### src/rtl/ar_xbar_arbiter.sv
// ar_xbar_arbiter
//   Round-robin arbiter sharing one slave-side AXI AR channel among
//   NUM_MASTERS per-master AR request FIFOs. The winning FIFO is popped and
//   its request is registered into a valid/ready output stage. ARID is
//   prefixed with the master index so the R path can route responses back.
//
//   Optional feature macro: AR_XBAR_ARB_PENDING_LIMIT_EN
//     defined   -> grants are throttled while pending_cnt >= MAX_PENDING
//     undefined -> no limit; pending_cnt tied to 0; R inputs ignored
//
//   Ports
//     clk, rst                      clock, async active-high reset
//     fifo_empty / fifo_pop         per-FIFO empty flag / one-hot pop
//     fifo_AR{ID,ADDR,LEN,SIZE,BURST} packed FIFO fronts, master i at slice i
//     AR{ID,ADDR,LEN,SIZE,BURST}_S  registered request; ARID_S = {idx, ARID}
//     ARVALID_S / ARREADY_S         output handshake
//     RVALID_S, RREADY_S, RLAST_S   R handshake, used for the pending count
//     pending_cnt                   outstanding reads
//     grant_idx                     index of the last granted master
module ar_xbar_arbiter #(
  parameter int NUM_MASTERS = 4,
  parameter int ID_WIDTH    = 4,
  parameter int ADDR_WIDTH  = 32,
  parameter int LEN_WIDTH   = 4,
  parameter int SIZE_WIDTH  = 3,
  parameter int MAX_PENDING = 8,
  localparam int MIDX_W     = $clog2(NUM_MASTERS),
  localparam int CNT_W      = $clog2(MAX_PENDING+1)
) (
  input  logic                              clk,
  input  logic                              rst,
  input  logic [NUM_MASTERS-1:0]            fifo_empty,
  output logic [NUM_MASTERS-1:0]            fifo_pop,
  input  logic [NUM_MASTERS*ID_WIDTH-1:0]   fifo_ARID,
  input  logic [NUM_MASTERS*ADDR_WIDTH-1:0] fifo_ARADDR,
  input  logic [NUM_MASTERS*LEN_WIDTH-1:0]  fifo_ARLEN,
  input  logic [NUM_MASTERS*SIZE_WIDTH-1:0] fifo_ARSIZE,
  input  logic [NUM_MASTERS*2-1:0]          fifo_ARBURST,
  output logic [MIDX_W+ID_WIDTH-1:0]        ARID_S,
  output logic [ADDR_WIDTH-1:0]             ARADDR_S,
  output logic [LEN_WIDTH-1:0]              ARLEN_S,
  output logic [SIZE_WIDTH-1:0]             ARSIZE_S,
  output logic [1:0]                        ARBURST_S,
  output logic                              ARVALID_S,
  input  logic                              ARREADY_S,
  input  logic                              RVALID_S,
  input  logic                              RREADY_S,
  input  logic                              RLAST_S,
  output logic [CNT_W-1:0]                  pending_cnt,
  output logic [MIDX_W-1:0]                 grant_idx
);

  typedef enum logic {IDLE = 1'b0, ISSUE = 1'b1} state_e;

  state_e state_q, state_d;

  // Packed views of the flattened FIFO fronts: slice i is master i.
  logic [NUM_MASTERS-1:0][ID_WIDTH-1:0]   id_a;
  logic [NUM_MASTERS-1:0][ADDR_WIDTH-1:0] addr_a;
  logic [NUM_MASTERS-1:0][LEN_WIDTH-1:0]  len_a;
  logic [NUM_MASTERS-1:0][SIZE_WIDTH-1:0] size_a;
  logic [NUM_MASTERS-1:0][1:0]            burst_a;

  assign id_a    = fifo_ARID;
  assign addr_a  = fifo_ARADDR;
  assign len_a   = fifo_ARLEN;
  assign size_a  = fifo_ARSIZE;
  assign burst_a = fifo_ARBURST;

  logic [MIDX_W-1:0]          rr_q, rr_d, win, gidx_q;
  logic [MIDX_W+ID_WIDTH-1:0] arid_q;
  logic [ADDR_WIDTH-1:0]      addr_q;
  logic [LEN_WIDTH-1:0]       len_q;
  logic [SIZE_WIDTH-1:0]      size_q;
  logic [1:0]                 burst_q;
  logic                       found, limit_ok, stage_free, grant;

  // Round-robin search: first non-empty index at or after rr_q, wrapping.
  always_comb begin
    logic [MIDX_W:0] sum;
    win   = '0;
    found = 1'b0;
    sum   = '0;
    for (int k = 0; k < NUM_MASTERS; k++) begin
      sum = {1'b0, rr_q} + (MIDX_W+1)'(k);
      if (sum >= (MIDX_W+1)'(NUM_MASTERS)) sum = sum - (MIDX_W+1)'(NUM_MASTERS);
      if (!found && !fifo_empty[sum[MIDX_W-1:0]]) begin
        found = 1'b1;
        win   = sum[MIDX_W-1:0];
      end
    end
  end

  assign rr_d = (win == MIDX_W'(NUM_MASTERS-1)) ? '0 : win + 1'b1;

`ifdef AR_XBAR_ARB_PENDING_LIMIT_EN
  logic [CNT_W-1:0] pend_q;
  logic             r_done;

  // Registered count only: an RLAST in this cycle frees a slot next cycle.
  assign limit_ok = (pend_q < CNT_W'(MAX_PENDING));
  assign r_done   = RVALID_S & RREADY_S & RLAST_S & (pend_q != '0);

  always_ff @(posedge clk or posedge rst) begin
    if (rst)                  pend_q <= '0;
    else if (grant & ~r_done) pend_q <= pend_q + 1'b1;
    else if (~grant & r_done) pend_q <= pend_q - 1'b1;
  end

  assign pending_cnt = pend_q;
`else
  logic unused_r;
  assign unused_r    = RVALID_S & RREADY_S & RLAST_S;
  assign limit_ok    = 1'b1;
  assign pending_cnt = '0;
`endif

  // State register.
  always_ff @(posedge clk or posedge rst) begin
    if (rst) state_q <= IDLE;
    else     state_q <= state_d;
  end

  // Next state.
  always_comb begin
    state_d = state_q;
    case (state_q)
      IDLE:    if (grant) state_d = ISSUE;
      ISSUE:   if (ARREADY_S && !grant) state_d = IDLE;
      default: state_d = IDLE;
    endcase
  end

  // Outputs. grant feeds only flops that are held in reset anyway; the
  // visible pop is additionally masked so nothing is popped during reset.
  always_comb begin
    ARVALID_S  = (state_q == ISSUE);
    stage_free = ~ARVALID_S | ARREADY_S;
    grant      = stage_free & found & limit_ok;
    fifo_pop   = '0;
    if (grant && !rst) fifo_pop[win] = 1'b1;
  end

  // Request register and arbitration pointers.
  always_ff @(posedge clk or posedge rst) begin
    if (rst) begin
      arid_q  <= '0;
      addr_q  <= '0;
      len_q   <= '0;
      size_q  <= '0;
      burst_q <= '0;
      gidx_q  <= '0;
      rr_q    <= '0;
    end else if (grant) begin
      arid_q  <= {win, id_a[win]};
      addr_q  <= addr_a[win];
      len_q   <= len_a[win];
      size_q  <= size_a[win];
      burst_q <= burst_a[win];
      gidx_q  <= win;
      rr_q    <= rr_d;
    end
  end

  assign ARID_S    = arid_q;
  assign ARADDR_S  = addr_q;
  assign ARLEN_S   = len_q;
  assign ARSIZE_S  = size_q;
  assign ARBURST_S = burst_q;
  assign grant_idx = gidx_q;

endmodule

### config.mk
export PLATFORM = sky130hd
export DESIGN_NAME = ar_xbar_arbiter
export DESIGN_NICKNAME = d
export VERILOG_FILES = /design/src/rtl/ar_xbar_arbiter.sv
export SDC_FILE = /design/constraint.sdc
export NUM_CORES = 1
export LEC_CHECK = 0
export CORE_AREA = 2 2 95 97
export DETAILED_ROUTE_END_ITERATION = 7
export DIE_AREA = 0 0 97 99
export DONT_BUFFER_PORTS = 1
export GPL_TIMING_DRIVEN = 0
export SLEW_MARGIN = 30
export SYNTH_ARGS = -nofsm -noshare
export SYNTH_HDL_FRONTEND = slang
export SYNTH_SLANG_ARGS = --single-unit
### constraint.sdc
create_clock -name clk -period 4.6 [get_ports clk]
set_clock_uncertainty 0.1 [all_clocks]
set_input_delay 0.46 -clock clk [delete_from_list [all_inputs] [get_ports clk]]
set_output_delay 0.46 -clock clk [all_outputs]
set_load 0.02 [all_outputs]
Yosys cells after proc, flatten, opt, wreduce, memory -nomap -nowiden
Index checks and enable logic that the tools add are counted.

Register bits: 52. Input bits: 190. Output and inout port bits: 58. Word-level logic and storage cells: 80.

$add $sub $neg: 8. Magnitude comparators: 10. Eq/ne operators: 1. Mux-type cells: 37. Bitwise gates (word level): 3. Reduce and logical (&&, ||, !) cells: 13.

Operators by type and width (number): binary-select mux 32 bit (select 2 bit) (1); 2-to-1 mux 32 bit (1); 2-to-1 mux 2 bit (10); binary-select mux 4 bit (select 2 bit) (2); < comparator 2 x 3 -> 1 bit (second input constant) (5); 2-to-1 mux 4 bit (3); 2-to-1 mux 1 bit (11); greater-or-equal comparator 3 bit (second input constant) (3); binary-select mux 1 bit (select 2 bit) (4); subtractor 2 x 1 -> 2 bit (second input constant) (4); zero test 1 bit (7); adder 2 x 2 -> 3 bit (second input constant) (2); binary-select mux 3 bit (select 2 bit) (1); logical AND 1 bit (6); binary-select mux 2 bit (select 2 bit) (1); adder 2 x 1 -> 3 bit (second input constant) (1); greater-or-equal comparator 2 x 3 -> 1 bit (second input constant) (1); 2-to-1 mux 3 bit (1); adder 2 x 1 -> 2 bit (second input constant) (1); demux 1 bit (select 2 bit) (1); == test 2 bit (second input constant) (1); greater-or-equal comparator 2 x 1 -> 1 bit (second input constant) (1); one-hot mux 1 bit (2 select lines) (1); bitwise AND 1 bit (1); other kinds (2) (2).

Logic depth before layout (Yosys ltp)
Gate-level depths: netlist (run 1).

Word-level depth: 19. Depth in mapped cells: 9. Depth with buffers taken out: 5.

Least setup slack after synthesis (run 1)
No wires, ideal clock.

Path kind: input port to output port. From: in rst. To: out fifo_pop[0]. Arrival time: 1973 ps. Required time: 4040 ps. Path slack: 2067 ps. Cell stages on the path: 2. Path buffers: 0. Path through: inv_1 > and3_1.

Longest elaborated chain between the ends: 3.

RTL lines: start, declared (RTL line 31) `input logic rst,`; zero test 1 bit (no line); logical AND 1 bit (RTL line 141) `if (grant && !rst) fifo_pop[win] = 1'b1;`; 2-to-1 mux 4 bit (RTL line 141); end, declared (RTL line 33) `output logic [NUM_MASTERS-1:0] fifo_pop,`.

No other way between the ends.

Worst setup path after layout (run 1)
From: reg rr_q[1]. To: out fifo_pop[2].

Longest elaborated chain between the ends: 19. Elaborated cells between the ends (all ways): 47. Classes of those cells: 7 x add/sub; 6 x order compare; 23 x mux; 1 x bitwise; 10 x reduce/logical.

RTL lines: start, declared (RTL line 70) `logic [MIDX_W-1:0] rr_q, rr_d, win, gidx_q;`; start signal, assigned (RTL line 161) `rr_q <= rr_d;`; adder 2 x 1 -> 3 bit (RTL line 85) `sum = {1'b0, rr_q} + (MIDX_W+1)'(k);`; greater-or-equal comparator 3 bit or subtractor 2 x 1 -> 2 bit (tied branches) (RTL line 86) `if (sum >= (MIDX_W+1)'(NUM_MASTERS)) sum = sum - (MIDX_W+1)'(NUM_MASTERS);`; 2-to-1 mux 2 bit (RTL line 86); binary-select mux 1 bit (select 2 bit) (RTL line 87) `if (!found && !fifo_empty[sum[MIDX_W-1:0]]) begin`; 2-to-1 mux 1 bit (implied by the code) (RTL line 87); zero test 1 bit (RTL line 87); logical AND 1 bit (RTL line 87); 2-to-1 mux 1 bit (RTL line 87); (+3 left out); zero test 1 bit (RTL line 87); logical AND 1 bit (RTL line 87); 2-to-1 mux 2 bit (RTL line 87); < comparator 2 x 3 -> 1 bit (implied by the code) or greater-or-equal comparator 2 x 1 -> 1 bit (tied branches) (RTL line 141); logical AND 1 bit (implied by the code) (RTL line 141); 2-to-1 mux 1 bit (implied by the code) (RTL line 141); demux 1 bit (select 2 bit) (RTL line 141); 2-to-1 mux 4 bit (*) (RTL line 141).

Mark *: on every way between the ends. The rest lies on a longest branch, timed or not. The select of a mux whose other input is x is not followed.

==> impl_metrics.toml, run 1 <==
[placement]
dp_hpwl_um = 8910
gp_congestion = 0.803
numPortBuffers = 0

[route]
drc = 0
drtIter0Drc = 123
routed_wirelength_um = 11800
vias = 3090
route.detailed.wl_per_inst_um = 24.4
drt-pass1-iter-count = 4
drtAntennaViolNets = 0
vias_per_cell = 6.40

[setup_path]
cp_slowest_cell = "o32ai_4"
worstPathArrival_ps = 2180
timing.rr.start = "rr_q[0]"
max_stage_delay_ps = 520
worstPathRequired_ps = 4040
critPathCaptureType = "primary output"
path_class = "register to primary output"
start_kind = "register"
worstSetupStartpoint = "rr_q[1]"
crit_fanout = 10
cp_top_family = "compound AO/OA/AOI/OAI gates"
crit_chain = "buf_4 > a21oi_1 > o32ai_4 > buf_2 > and3_1"
timing.critical_path.buf_inv = 2

[global_route]
grt_first_pass_wirelength_um = 17800
grt_pass1_vias = 3161
grt.overflow.total = 0
grt_max_degree = 31
antenna_found_initial = 0
grt_usage_pct = 23.6

[clock_network]
cts_tree = "built"
cts_buffers = 5
cts_resized = 0
cts_root_buffer = "clkbuf_8"
clkSinkCount = 50
htree_levels = 2
path_clk_slew_ps = 90
clk_latency_ps = 300
clockBufferDepth = 2
hold_buffers = 1
cts_setup_buffers = 0

[sta]
rsz0062_at_grt = "false"
tightest_slew_ps = 691
finalMaxSlewViolations = 0
setup_viol = 0
finalHoldViolCount = 0
slew-limit-headroom_pct = 54.0
clock.fmax_mhz = 365
finalSetupTns_ps = 0
timing.final.crit_period_ps = 2740
period_share_pct = 59.6

[logic_synthesis]
syn_inst = 364
syn_area_um2 = 3380
synth.ff_latch_count = 50
avgSynthCellArea_um2 = 9.27
synth_cell_types = 33
synth_seq_area_share_pct = 37.1
ys_warn_count = 0

[run]
max_cap_viol_count = 0

[finish]
nets = 566
final_core_util_pct = 42.5
n_antenna_cell = 0
mostFrequentLayoutCells = "dfrtp_1 (50), nor2_1 (48), o21ai_0 (47)"
drive_gt1_share_pct = 13.1
final_common_cell = "dfrtp_1"
fillers = 898
syn_to_final_growth_pct = 7.75

[floorplanning]
die_x_um = 97
dieHeight_um = 99
core_um2 = 8550
rows = 34
num_io_pins = 248
die_area_um2 = 9600
initial_utilization_pct = 39.5

[pwr]
power.density_nw_per_um2 = 445
irDropWorstVdd_mv = 0.163
leakage_nw = 1.46

[min_path]
min_from = "fifo_empty[0]"
hold_path_class = "input port to register"

[outcome]
outcome = "finished, final reports clean"
## Yosys cell counts, drive strengths merged
master  count  share of area (%)
a211oi      1               0.22
and3        5                1.1
o22a        1               0.30
a21oi       7                1.1
nand2b      3               0.56
o221ai      1               0.44
dfrtp      50                 37
clkbuf     12                1.3
a21boi      1               0.33
nor2       48                5.3
o21ai      51                7.6
or2         2               0.37
nor3        1               0.48
o22ai      46                8.7
mux2i      45                 13
a221oi     45                 12
nand2       5               0.56
and2        2               0.37
a21o        1               0.22
inv         4               0.44
conb        1               0.11
a41oi       1               0.26
nand3       1               0.15
buf        29                6.6
o32ai       1               0.82
## final cells by class
class / instances / area, um^2 / area share [%]
Multi-Input combinational cell: 272 / 1850 / 51.0
Buffer: 41 / 267 / 7.33
Tap cell: 108 / 135 / 3.72
Timing Repair Buffer: 2 / 30.0 / 0.826
Clock buffer: 6 / 82.6 / 2.27
Sequential cell: 50 / 1250 / 34.4
Inverter: 4 / 17.5 / 0.482
## routing by layer
| layer | vias up | track usage [%] | part of all wire [%] | wire length [um] |
|---|---|---|---|---|
| li1 | 1427 | - | - | - |
| met1 | 1487 | 30.1 | 42 | 4920 |
| met2 | 168 | 41.5 | 50 | 5900 |
| met3 | 8 | 5.46 | 7.3 | 859 |
| met4 | 0 | 4.23 | 0.76 | 90 |
| met5 | - | 0 | 0 | 0 |
## registers in the layout, indices dropped and copies added, names as in the netlist
signal	cells
grant_idx	2
ARVALID_S	1
ARADDR_S	32
ARSIZE_S	3
rr_q	2
ARLEN_S	4
ARBURST_S	2
ARID_S	4
## per-stage QoR
stage,std cells,setup slack (ps),instance area [um^2],hold slack (ps),power [mW]
CTS,483,1860,3640,130,1.63
global route,483,1750,3640,120,1.72
finish,483,1860,3640,138,1.62
floorplan,367,2070,3390,439,1.21
detailed placement,476,2070,3540,227,1.37
global placement,475,1540,3520,443,1.35
## where the power goes
group	switching (mW)	internal, mW	total, mW
Clock	0.140	0.116	0.256
Sequential	0.242	0.546	0.788
Combinational	0.331	0.242	0.573
Total	0.713	0.904	1.62
## worst register-to-register path, cell delays in order, from the launching register on
cell and delay (ps):
dfrtp_1 370, buf_2 180, or2_1 250, and2_1 180, o22ai_2 350, buf_2 350
o21ai_0 140, o22ai_1 140
## cells by family (layout without fill, tap and decap cells)
family | count (synthesis) | count (layout) | share of synthesized area, %
buffers and inverters | 45 | 53 | 8.34
AO/OA/AOI/OAI | 156 | 156 | 32.2
other | 1 | 4 | 0.111
multiplexers | 45 | 45 | 13.3
flip-flops | 50 | 50 | 37.1
AND/OR/NAND/NOR | 67 | 67 | 8.90
## path summary, 6_finish.rpt
check                               end  slack [ps]  cells past startpoint
setup reg to reg             ARLEN_S[0]        2450                      7
setup / recovery            fifo_pop[2]        1860                      5
min in group asynchronous  ARADDR_S[31]         510                      2
max in group asynchronous     ARID_S[2]        3420                      3
hold / removal                ARVALID_S         140                      1
hold reg to reg            grant_idx[1]         560                      2
No activity file was read; power rests on OpenSTA's default activity.
==> run 2, diff against run 1 <==
- CORE_AREA: 2 2 95 97 -> 2 2 96 98
- DIE_AREA: 0 0 97 99 -> 0 0 98 100
- clock period: 4.6 -> 2.84 ns (I/O delays scaled with it)
==> run 2 against run 1 <==
Against the previous run: final cell count up 0.83%; worst setup slack worse by 1600 ps; combinational power up 62%; sequential power up 61%; final area up 0.38%; critical path type unchanged; critical endpoint unchanged; largest power group unchanged; highest routed layer unchanged.
==> impl_metrics.toml, run 2 (synthesized netlist as in run 1, its figures left out) <==
[global_route]
grt_usage_pct = 22.4
grt_max_degree = 29
grt_first_pass_wirelength_um = 16900
met2_usage_pct = 38.9
grt_pass1_vias = 3021
top_usage_layer = "met2"
grt.overflow.total = 0
antenna_found_initial = 0
met1_usage_pct = 28.8
met3_usage_pct = 4.74

[sta]
slew-limit-headroom_pct = 61.3
timing.final.crit_period_ps = 2550
clock.fmax_mhz = 392
finalMaxSlewViolations = 0
setup_viol = 0
holdWs_ps = 84.3
tightest_slew_ps = 581
period_share_pct = 89.8
finalSetupTns_ps = 0
finalHoldViolCount = 0
rsz0062_at_grt = "false"

[finish]
largest_reg_flops = 32
fillers = 899
n_antenna_cell = 0
drive_gt1_share_pct = 13.0
seqCellArea_um2 = 1250
syn_to_final_growth_pct = 8.15
nets = 567
mostFrequentLayoutCells = "dfrtp_1 (50), nor2_1 (48), o21ai_0 (47)"
final_common_cell = "dfrtp_1"
multiInputGateArea_um2 = 1850

[route]
drtIter0Drc = 129
drc = 0
drtAntennaViolNets = 0
routed_wirelength_um = 11700
route.detailed.wl_per_inst_um = 24.0
vias_per_cell = 6.47
drt-pass1-iter-count = 6
vias = 3153

[min_path]
hold_path_class = "input port to register"

[pwr]
power.density_nw_per_um2 = 719
irDropWorstVdd_mv = 0.256
leakage_nw = 1.46

[clock_network]
cts_buffers = 5
cts_tree = "built"
cts_setup_buffers = 0
htree_levels = 2
clk_latency_ps = 300
clkSinkCount = 50
clockBufferDepth = 2
cts_root_buffer = "clkbuf_8"
path_clk_slew_ps = 90

[floorplanning]
num_io_pins = 248
dieHeight_um = 100
die_x_um = 98
rows = 35
initial_utilization_pct = 38.0
core_um2 = 8890
die_area_um2 = 9800

[setup_path]
crit_fanout = 10
worstPathRequired_ps = 2460
start_kind = "register"
path_class = "register to primary output"
critPathCaptureType = "primary output"
worstPathArrival_ps = 2170

[outcome]
outcome = "finished, final reports clean"

[placement]
gp_congestion = 0.832
dp_hpwl_um = 8790
numPortBuffers = 0

[run]
max_cap_viol_count = 0
==> run 2: metrics by stage <==
stage / setup WS, ps / instances / util [%] / instance area (um^2) / power [mW]
after global placement: 126 / 478 / 39.7 / 3530 / 2.18
after detailed placement: 631 / 479 / 39.9 / 3550 / 2.21
after global routing: 179 / 487 / 41.1 / 3650 / 2.78
after floorplan: 659 / 367 / - / 3390 / 1.95
after CTS: 287 / 487 / 41.1 / 3650 / 2.64
final: 291 / 487 / 41.1 / 3650 / 2.62
==> run 2: what timing repair did <==
item / CTS / global route
endpoints found under the setup margin: 0 / 0
hold endpoints to repair: 24 / 0
hold buffers: 2 / 0
gates resized for setup: 0 / 0
==> run 2: routing by layer <==
metal,up-vias,share of wire (%)
met5,-,0
met4,0,0.90
met3,10,8.5
met2,184,50
met1,1535,41
li1,1424,-
==> run 2: cell type report <==
| class | count | area share, % |
|---|---|---|
| plain buffers | 41 | 7.30 |
| clock buffers | 6 | 2.26 |
| inverters | 4 | 0.480 |
| multi-input cells | 272 | 50.8 |
| flip-flops and latches | 50 | 34.3 |
| well taps | 111 | 3.80 |
| repair buffers | 3 | 1.10 |
==> run 2: path summary, 6_finish.rpt <==
check | end | slack [ps] | start | depth (start not counted)
max | fifo_pop[2] | 290 | rr_q[1] | 5
min | ARADDR_S[12] | 80 | fifo_ARADDR[44] | 2
max reg2reg | ARID_S[0] | 700 | rr_q[0] | 7
min reg2reg | grant_idx[1] | 560 | grant_idx[1] | 2
max in group asynchronous | ARADDR_S[1] | 1850 | rst | 3
min in group asynchronous | ARVALID_S | 330 | rst | 2
==> run 2: worst max-delay path: stages (launching register included) <==
cell,delay (ps)
dfrtp_1,370
buf_4,190
a21oi_1,80
o32ai_4,510
buf_2,380
and3_1,330
==> run 2: report_power, final <==
| group | switching [mW] | internal [mW] | leakage (nW) | total (mW) |
|---|---|---|---|---|
| Sequential | 0.389 | 0.884 | 0.558 | 1.27 |
| Clock | 0.235 | 0.189 | 0.0431 | 0.424 |
| Combinational | 0.535 | 0.393 | 0.858 | 0.928 |
| Total | 1.16 | 1.47 | 1.46 | 2.62 |
==> run 3, diff against run 2 <==
- CAP_MARGIN: default -> 20
==> results of run 3 <==
Same layout as run 2: the final DEF is identical, and so are final timing and power.
